`src/rtl/mem_arb_pkg.sv`:
```
// Shared types for the two-requester memory port arbiter:
// arbiter FSM state encoding and pending-operation encoding.
package mem_arb_pkg;

    typedef enum logic [1:0] {
        ST_IDLE  = 2'd0,
        ST_ISSUE = 2'd1,
        ST_GUARD = 2'd2,
        ST_WAIT  = 2'd3
    } arb_state_t;

    typedef enum logic {
        OP_READ  = 1'b0,
        OP_WRITE = 1'b1
    } op_t;

endpackage

```
`src/rtl/mem_arb_req_slot.sv`:
```
// One requester's pending-request register. It captures op/addr/wdata
// on a strobe, holds them until the arbiter signals completion, and
// raises a sticky error when a strobe arrives while a request is
// already outstanding. A strobe in the completion cycle starts a new
// request.
module mem_arb_req_slot
    import mem_arb_pkg::*;
#(
    parameter int AW = 20,
    parameter int DW = 32
) (
    input  logic          clk,
    input  logic          rst,
    input  logic          rd,
    input  logic          wr,
    input  logic [AW-1:0] addr,
    input  logic [DW-1:0] wdata,
    input  logic          clear,
    output logic          pending,
    output op_t           op,
    output logic [AW-1:0] addr_q,
    output logic [DW-1:0] wdata_q,
    output logic          err
);

    logic strobe;
    logic can_accept;

    assign strobe     = rd | wr;
    assign can_accept = ~pending | clear;

    // Capture a new request (write wins over read) or flag a strobe that collides with an outstanding one
    always_ff @(posedge clk) begin
        if (rst) begin
            pending <= 1'b0;
            op      <= OP_READ;
            addr_q  <= '0;
            wdata_q <= '0;
            err     <= 1'b0;
        end else begin
            if (clear) begin
                pending <= 1'b0;
            end
            if (strobe && can_accept) begin
                pending <= 1'b1;
                op      <= wr ? OP_WRITE : OP_READ;
                addr_q  <= addr;
                wdata_q <= wdata;
            end else if (strobe) begin
                err <= 1'b1;
            end
        end
    end

endmodule

```
`src/rtl/mem_port_arbiter.sv`:
```
// Two-requester arbiter in front of a single MappedSPIRAM-style slave.
// Each requester owns a pending slot; the FSM grants one slot in IDLE,
// pulses s_rd/s_wr in ISSUE, spends one GUARD cycle so a late-rising
// slave busy is still seen, then waits in WAIT for busy to drop.
// Build option MEM_ARB_ROUND_ROBIN_EN: when defined, contention is
// resolved by a last-grant bit (m0 first after reset); otherwise m0
// always wins contention.
module mem_port_arbiter
    import mem_arb_pkg::*;
#(
    parameter int AW = 20,
    parameter int DW = 32
) (
    input  logic          clk,
    input  logic          rst,
    input  logic [AW-1:0] m0_addr,
    input  logic [DW-1:0] m0_wdata,
    input  logic          m0_rd,
    input  logic          m0_wr,
    output logic [DW-1:0] m0_rdata,
    output logic          m0_busy,
    input  logic [AW-1:0] m1_addr,
    input  logic [DW-1:0] m1_wdata,
    input  logic          m1_rd,
    input  logic          m1_wr,
    output logic [DW-1:0] m1_rdata,
    output logic          m1_busy,
    output logic [AW-1:0] s_addr,
    output logic [DW-1:0] s_wdata,
    output logic          s_rd,
    output logic          s_wr,
    input  logic [DW-1:0] s_rdata,
    input  logic          s_rbusy,
    input  logic          s_wbusy,
    output logic          err
);

    arb_state_t    state;
    arb_state_t    state_nxt;

    logic          p0_pending, p1_pending;
    op_t           p0_op, p1_op;
    logic [AW-1:0] p0_addr, p1_addr;
    logic [DW-1:0] p0_wdata, p1_wdata;
    logic          p0_err, p1_err;

    logic          grant;
    op_t           cur_op;
    logic          pick_m1;
    logic          slave_idle;
    logic          done;
    logic          take_grant;

    assign slave_idle = (cur_op == OP_READ) ? ~s_rbusy : ~s_wbusy;
    assign done       = (state == ST_WAIT) && slave_idle;
    assign take_grant = (state == ST_IDLE) && (p0_pending || p1_pending);

    assign m0_busy = p0_pending;
    assign m1_busy = p1_pending;
    assign err     = p0_err | p1_err;

    mem_arb_req_slot #(.AW(AW), .DW(DW)) u_slot0 (
        .clk     (clk),
        .rst     (rst),
        .rd      (m0_rd),
        .wr      (m0_wr),
        .addr    (m0_addr),
        .wdata   (m0_wdata),
        .clear   (done && !grant),
        .pending (p0_pending),
        .op      (p0_op),
        .addr_q  (p0_addr),
        .wdata_q (p0_wdata),
        .err     (p0_err)
    );

    mem_arb_req_slot #(.AW(AW), .DW(DW)) u_slot1 (
        .clk     (clk),
        .rst     (rst),
        .rd      (m1_rd),
        .wr      (m1_wr),
        .addr    (m1_addr),
        .wdata   (m1_wdata),
        .clear   (done && grant),
        .pending (p1_pending),
        .op      (p1_op),
        .addr_q  (p1_addr),
        .wdata_q (p1_wdata),
        .err     (p1_err)
    );

`ifdef MEM_ARB_ROUND_ROBIN_EN
    logic last_grant;

    // Choose a requester; on contention the one not favoured last time wins
    always_comb begin
        pick_m1 = p1_pending && !p0_pending;
        if (p0_pending && p1_pending) begin
            pick_m1 = ~last_grant;
        end
    end

    // Remember who won the most recent contention; reset value makes m0 win first
    always_ff @(posedge clk) begin
        if (rst) begin
            last_grant <= 1'b1;
        end else if (take_grant && p0_pending && p1_pending) begin
            last_grant <= pick_m1;
        end
    end
`else
    // Choose a requester; m0 has fixed priority on contention
    always_comb begin
        pick_m1 = p1_pending && !p0_pending;
    end
`endif

    // State register
    always_ff @(posedge clk) begin
        if (rst) begin
            state <= ST_IDLE;
        end else begin
            state <= state_nxt;
        end
    end

    // Next-state logic and the one-cycle slave strobes issued in ISSUE
    always_comb begin
        state_nxt = state;
        s_rd      = 1'b0;
        s_wr      = 1'b0;
        case (state)
            ST_IDLE: begin
                if (p0_pending || p1_pending) begin
                    state_nxt = ST_ISSUE;
                end
            end
            ST_ISSUE: begin
                state_nxt = ST_GUARD;
                s_rd      = (cur_op == OP_READ);
                s_wr      = (cur_op == OP_WRITE);
            end
            ST_GUARD: begin
                state_nxt = ST_WAIT;
            end
            ST_WAIT: begin
                if (slave_idle) begin
                    state_nxt = ST_IDLE;
                end
            end
            default: begin
                state_nxt = ST_IDLE;
            end
        endcase
    end

    // Latch the grant and slave request in IDLE; capture read data on read completion
    always_ff @(posedge clk) begin
        if (rst) begin
            grant    <= 1'b0;
            cur_op   <= OP_READ;
            s_addr   <= '0;
            s_wdata  <= '0;
            m0_rdata <= '0;
            m1_rdata <= '0;
        end else begin
            if (take_grant) begin
                grant   <= pick_m1;
                cur_op  <= pick_m1 ? p1_op    : p0_op;
                s_addr  <= pick_m1 ? p1_addr  : p0_addr;
                s_wdata <= pick_m1 ? p1_wdata : p0_wdata;
            end
            if (done && cur_op == OP_READ) begin
                if (grant) begin
                    m1_rdata <= s_rdata;
                end else begin
                    m0_rdata <= s_rdata;
                end
            end
        end
    end

endmodule

```
`config.mk`:
```
export PLATFORM = sky130hd
export DESIGN_NAME = mem_port_arbiter
export DESIGN_NICKNAME = d
export VERILOG_FILES = /design/src/rtl/mem_arb_pkg.sv /design/src/rtl/mem_arb_req_slot.sv /design/src/rtl/mem_port_arbiter.sv
export SDC_FILE = /design/constraint.sdc
export NUM_CORES = 1
export LEC_CHECK = 0
export ABC_AREA = 0
export CELL_PAD_IN_SITES_DETAIL_PLACEMENT = 0
export CELL_PAD_IN_SITES_GLOBAL_PLACEMENT = 2
export CORE_MARGIN = 2
export CORE_UTILIZATION = 30
export CTS_BUF_LIST = sky130_fd_sc_hd__clkbuf_8 sky130_fd_sc_hd__clkbuf_16
export CTS_CLUSTER_SIZE = 16
export DETAILED_ROUTE_END_ITERATION = 7
export PLACE_DENSITY_LB_ADDON = 0.1
export SETUP_SLACK_MARGIN = 0.05
export SLEW_MARGIN = 20
export SYNTH_ARGS = -nofsm -noshare
export SYNTH_HDL_FRONTEND = slang
export SYNTH_SLANG_ARGS = --single-unit
```
`constraint.sdc`:
```
create_clock -name clk -period 4.7 [get_ports clk]
set_input_delay 0.94 -clock clk [delete_from_list [all_inputs] [get_ports clk]]
set_output_delay 0.94 -clock clk [all_outputs]
set_load 0.02 [all_outputs]
```
Yosys cells after proc, flatten, opt, wreduce, memory -nomap -nowiden
Index checks and enable logic that the tools add are counted.
Storage, ports and cells
  output and inout bits: 121
  flip-flop bits (word level): 230
  word-level logic and storage cells: 69
Cells by class
  bitwise gates (word level): 13
  reduce and logical (&&, ||, !) cells: 19
  equality and inequality tests: 5
  mux-type cells: 15
Operators with widths (number)
  $mux W32: 1
  $mux W20: 1
  $mux W1: 10
  $reduce_and A2 Y1: 5
  $logic_and A1 B1 Y1: 8
  $not A1 Y1: 8
  $pmux W2 S4: 1
  $or A1 B1 Y1: 5
  $eq A2 B2 Y1 const B: 2
  $mux W2: 2
  $reduce_bool A2 Y1: 2
  $eq A2 B1 Y1 const B: 1
  $logic_not A1 Y1: 2
  $logic_not A2 Y1: 1
  $ne A2 B1 Y1 const B: 1
  $ne A2 B2 Y1 const B: 1
  $logic_or A1 B1 Y1: 1

Logic depth before layout (Yosys ltp)
  depth after elaboration: 8
  mapped depth: 7
  depth with buffers taken out: 5

Modules after synthesis
A second synthesis with hierarchy kept.
Unflattened totals
  cell total of the unflattened synthesis: 1050
  area, all modules: 9287.7 um^2
Modules (own cells, without submodules)
  mem_port_arbiter: times used 1, cells an instance 548, area an instance 4810.9 um^2, sequential area each 2402.3 um^2
  mem_arb_req_slot: times used 2, cells an instance 251, area an instance 2238.4 um^2, sequential area each 1101.1 um^2

Least setup slack after synthesis
Ideal clock, no wire load.
  kind: input to register
  from: input port s_rbusy
  to: register u_slot0.addr_q[0]
  slack: 2.679 ns
  stages on the path: 5
  data arrival time: 1.949 ns
  setup time: 0.072 ns
  path through: mux2_4 > o31ai_4 > buf_6 > buf_12 > mux2i_1
On the way
  word-level cells in the longest chain between the ends: 6
RTL lines
  from (decl): line mem_port_arbiter.sv:33  | input logic s_rbusy,
  $not A1 Y1: line mem_port_arbiter.sv:54  | assign slave_idle = (cur_op == OP_READ) ? ~s_rbusy : ~s_wbusy;
  $mux W1: line mem_port_arbiter.sv:54
  $logic_and A1 B1 Y1: line mem_port_arbiter.sv:55  | assign done = (state == ST_WAIT) && slave_idle;
  $logic_and A1 B1 Y1: line mem_port_arbiter.sv:69  | .clear (done && !grant),
  $or A1 B1 Y1: line mem_arb_req_slot.sv:30  | assign can_accept = ~pending | clear;
  $logic_and A1 B1 Y1: line mem_arb_req_slot.sv:44  | if (strobe && can_accept) begin
  to (signal assigned): line mem_arb_req_slot.sv:47  | addr_q <= addr;
  to (decl): line mem_arb_req_slot.sv:21  | output logic [AW-1:0] addr_q,
Every way passes these cells.
A chain may end at the register's enable or synchronous reset.

Final worst setup path
  from: register state[1]
  to: output port s_rd
On the way
  word-level cells in the longest chain between the ends: 2
RTL lines
  from (decl): line mem_port_arbiter.sv:38  | arb_state_t state;
  from (signal assigned): line mem_port_arbiter.sv:123  | state <= state_nxt;
  $eq A2 B1 Y1: line mem_port_arbiter.sv:132  | case (state)
  $mux W1: line mem_port_arbiter.sv:132
  to (decl): line mem_port_arbiter.sv:30  | output logic s_rd,
Every way passes these cells.

==> impl_metrics.ini <==
[route]
post_drt_wl_per_cell_um = 15.62
drtPass1Iterations = 4
drtIter0Drc = 278
drc = 0
wl_met2_um = 12120
wirelength_um = 26060
detail_route.vias_per_cell = 4.528
ant_nets = 0
m1WireLength_um = 12450
wl_met3_um = 1098
vias = 7552
top_layer = met4

[floorplanning]
start_util_pct = 30.34
dieHeight_um = 179.4
die_w_um = 179.4
pin_count = 265
std_cell_rows = 64
dieArea_mm2 = 0.03219
core_mm2 = 0.03043

[clock_network]
cts_resized = 0
clkTransAtPathRegs_ps = 60
clock-sinks = 230
cts_setup_buffers = 0
cts_tree = built
cts_buffer_depth = 3
ctsHtreeMaxLevel = 1
insertion_delay_ps = 530
cts_buffers = 27
clockRootBuffer = clkbuf_16
cts_hold_buf = 0

[setup_path]
required_ps = 3760
startpoint_type = flip-flop
startpoint = state[1]
cp_max_fo = 4
rr_startpoint = state[0]
arrival_ps = 1930
reg2reg_depth = 5
r2r-end = u_slot1.wdata_q[4]
cp-end-kind = primary output
ff2ff_setup_slack_ps = 2390
path_class = flip-flop to primary output
crit_path_end = s_rd

[synth]
syn_inst = 1030
yosysSeqAreaShare_pct = 49.88
synth_area_leaders = dfxtp_1, mux2i_1, nand2_1, a211oi_1, a21oi_1
ys_async_sr_fraction_pct = 0
synth_cell_types = 36
synth_fp_nets = 1179
ys_ff_latch = 230
synth_flop_cell = dfxtp_1
synth-compound-area-share_pct = 9.352
synth_edf_count = 0
syn_avg_cell_area_um2 = 8.962
syn_area_mm2 = 0.009231
synth_top_family_by_area = multiplexers
yosysTopAreaCell = dfxtp_1
synth_xor_area_share_pct = 0
synth_top_cell_area_share_pct = 49.88
synth_adder_area_share_pct = 0.6777
synth-simple-area-share_pct = 17.28
muxShareOfSynthArea_pct = 17.40
ys_warn_count = 0

[cells_and_area]
final_core_util_pct = 42.59
layout_commonest_cell = nand2_1
area_delta_synth_final_pct = 40.39
finish.net_count = 1401
drive_above_1_share_pct = 4.953
layout_common_cells = nand2_1, clkdlybuf4s50_1, dfxtp_1, mux2i_1, a21oi_1
antenna_cells = 0
final_cell_area_mm2 = 0.01296

[place]
port_buffers = 264
place_area_mm2 = 0.01206
place_congestion = 0.6785
place_hpwl_um = 16600

[timing]
min_period_ps = 2868
rsz0062_at_grt = false
setup_violations = 0
final.setup.tns_ps = 0
fmax_mhz = 348.6
finClkSkew_ps = 16.56
slew_headroom_pct = 29.37
drv_slew = 0
hold_viol = 0
worst_pin_slew_ps = 1059
finalCritPeriodShare_pct = 61.03

[power_and_ir_drop]
p_per_area_mw_per_mm2 = 451.1
power_leakage_nw = 4.908
vdd_ir_drop_max_mv = 0.2646

[min_path]
min_path_type = flip-flop to flip-flop

[job]
maxCapViolCount = 0

[global_route]
globalRouteTotalUtil_pct = 15.56
grt-ovfl-total = 0
grt_pass1_vias = 7430
grt_max_degree = 162
grt_pass1_wl_um = 41010
grt_antenna_before_repair = 0

[run_status]
status = completed
## logic make-up after synthesis
group           Yosys count
mux                     160
fa+ha+maj                 5
simple gates            411
buf+inv                  88
compound gates          136
flops                   230
## worst max-delay path, stage by stage, from the launching register on
cell,delay (ps)
dfxtp_1,340
inv_1,120
ha_1,170
nor2b_1,120
clkdlybuf4s50_1,670
## state kept, by name, indices dropped and copies added (netlist names)
name	cells
grant	1
u_slot0.err	1
u_slot0.op	1
u_slot1.addr_q	20
u_slot1.wdata_q	32
m1_rdata	32
u_slot0.wdata_q	32
m0_rdata	32
u_slot0.addr_q	20
s_addr	20
cur_op	1
u_slot1.op	1
state	2
u_slot1.err	1
s_wdata	32
u_slot1.pending	1
u_slot0.pending	1
## worst min-delay path by stage
| stage | depth (start not counted) | endpoint | from | slack [ps] |
|---|---|---|---|---|
| after global placement | 2 | u_slot0.err | u_slot0.err | 440 |
| after CTS | 2 | u_slot1.err | u_slot1.err | 450 |
| final | 2 | u_slot1.err | u_slot1.err | 450 |
| after global routing | 2 | m1_rdata[22] | m1_rdata[22] | 470 |
| after detailed placement | 2 | u_slot1.err | u_slot1.err | 440 |
| after floorplan | 2 | u_slot1.err | u_slot1.err | 420 |
## layout make-up
cell class / count / area (um^2)
fill: 3104 / 17470
inverter: 5 / 26.28
sequential: 230 / 4604
multi-input combinational: 712 / 4180
timing repair buffer: 276 / 2755
clock inverter: 14 / 112.6
clock buffer: 35 / 785.8
tap: 396 / 495.5
## where the power goes
group / leakage, nW / internal [mW] / switching (mW) / total, mW
registers: 1.89 / 2.20 / 0.154 / 2.35
clock network: 0.473 / 1.27 / 0.816 / 2.09
logic: 2.55 / 0.648 / 0.759 / 1.41
total: 4.91 / 4.12 / 1.73 / 5.85
## per-layer routing
layer | GRT usage, % | up-vias
met5 | 0 | -
met4 | 3.415 | 0
met3 | 2.694 | 30
met2 | 26.04 | 181
met1 | 21.01 | 3470
li1 | - | 3871
## cell usage after synthesis (2+ instances only)
cell type	n
a211oi_1	54
a21oi_1	67
buf_1	2
buf_12	5
buf_2	16
buf_4	6
buf_6	6
clkbuf_1	48
dfxtp_1	230
ha_1	5
inv_1	4
mux2i_1	159
nand2_1	342
nand2b_1	2
nor2_1	56
nor2b_1	4
o21ai_0	3
o2bb2ai_1	2
o31ai_1	2
## stage by stage
| step | instances | worst slack [ps] | hold slack (ps) | total power [mW] |
|---|---|---|---|---|
| detailed placement | 1619 | 1397 | 441.2 | 3.827 |
| CTS | 1668 | 1792 | 454.3 | 5.957 |
| floorplan | 1030 | 2679 | 416.6 | 3.200 |
| global placement | 1619 | 1448 | 441.0 | 3.813 |
| finish | 1668 | 1832 | 448.5 | 5.846 |
| global route | 1668 | 1738 | 472.6 | 6.167 |
(Power assumes the default switching activity.)
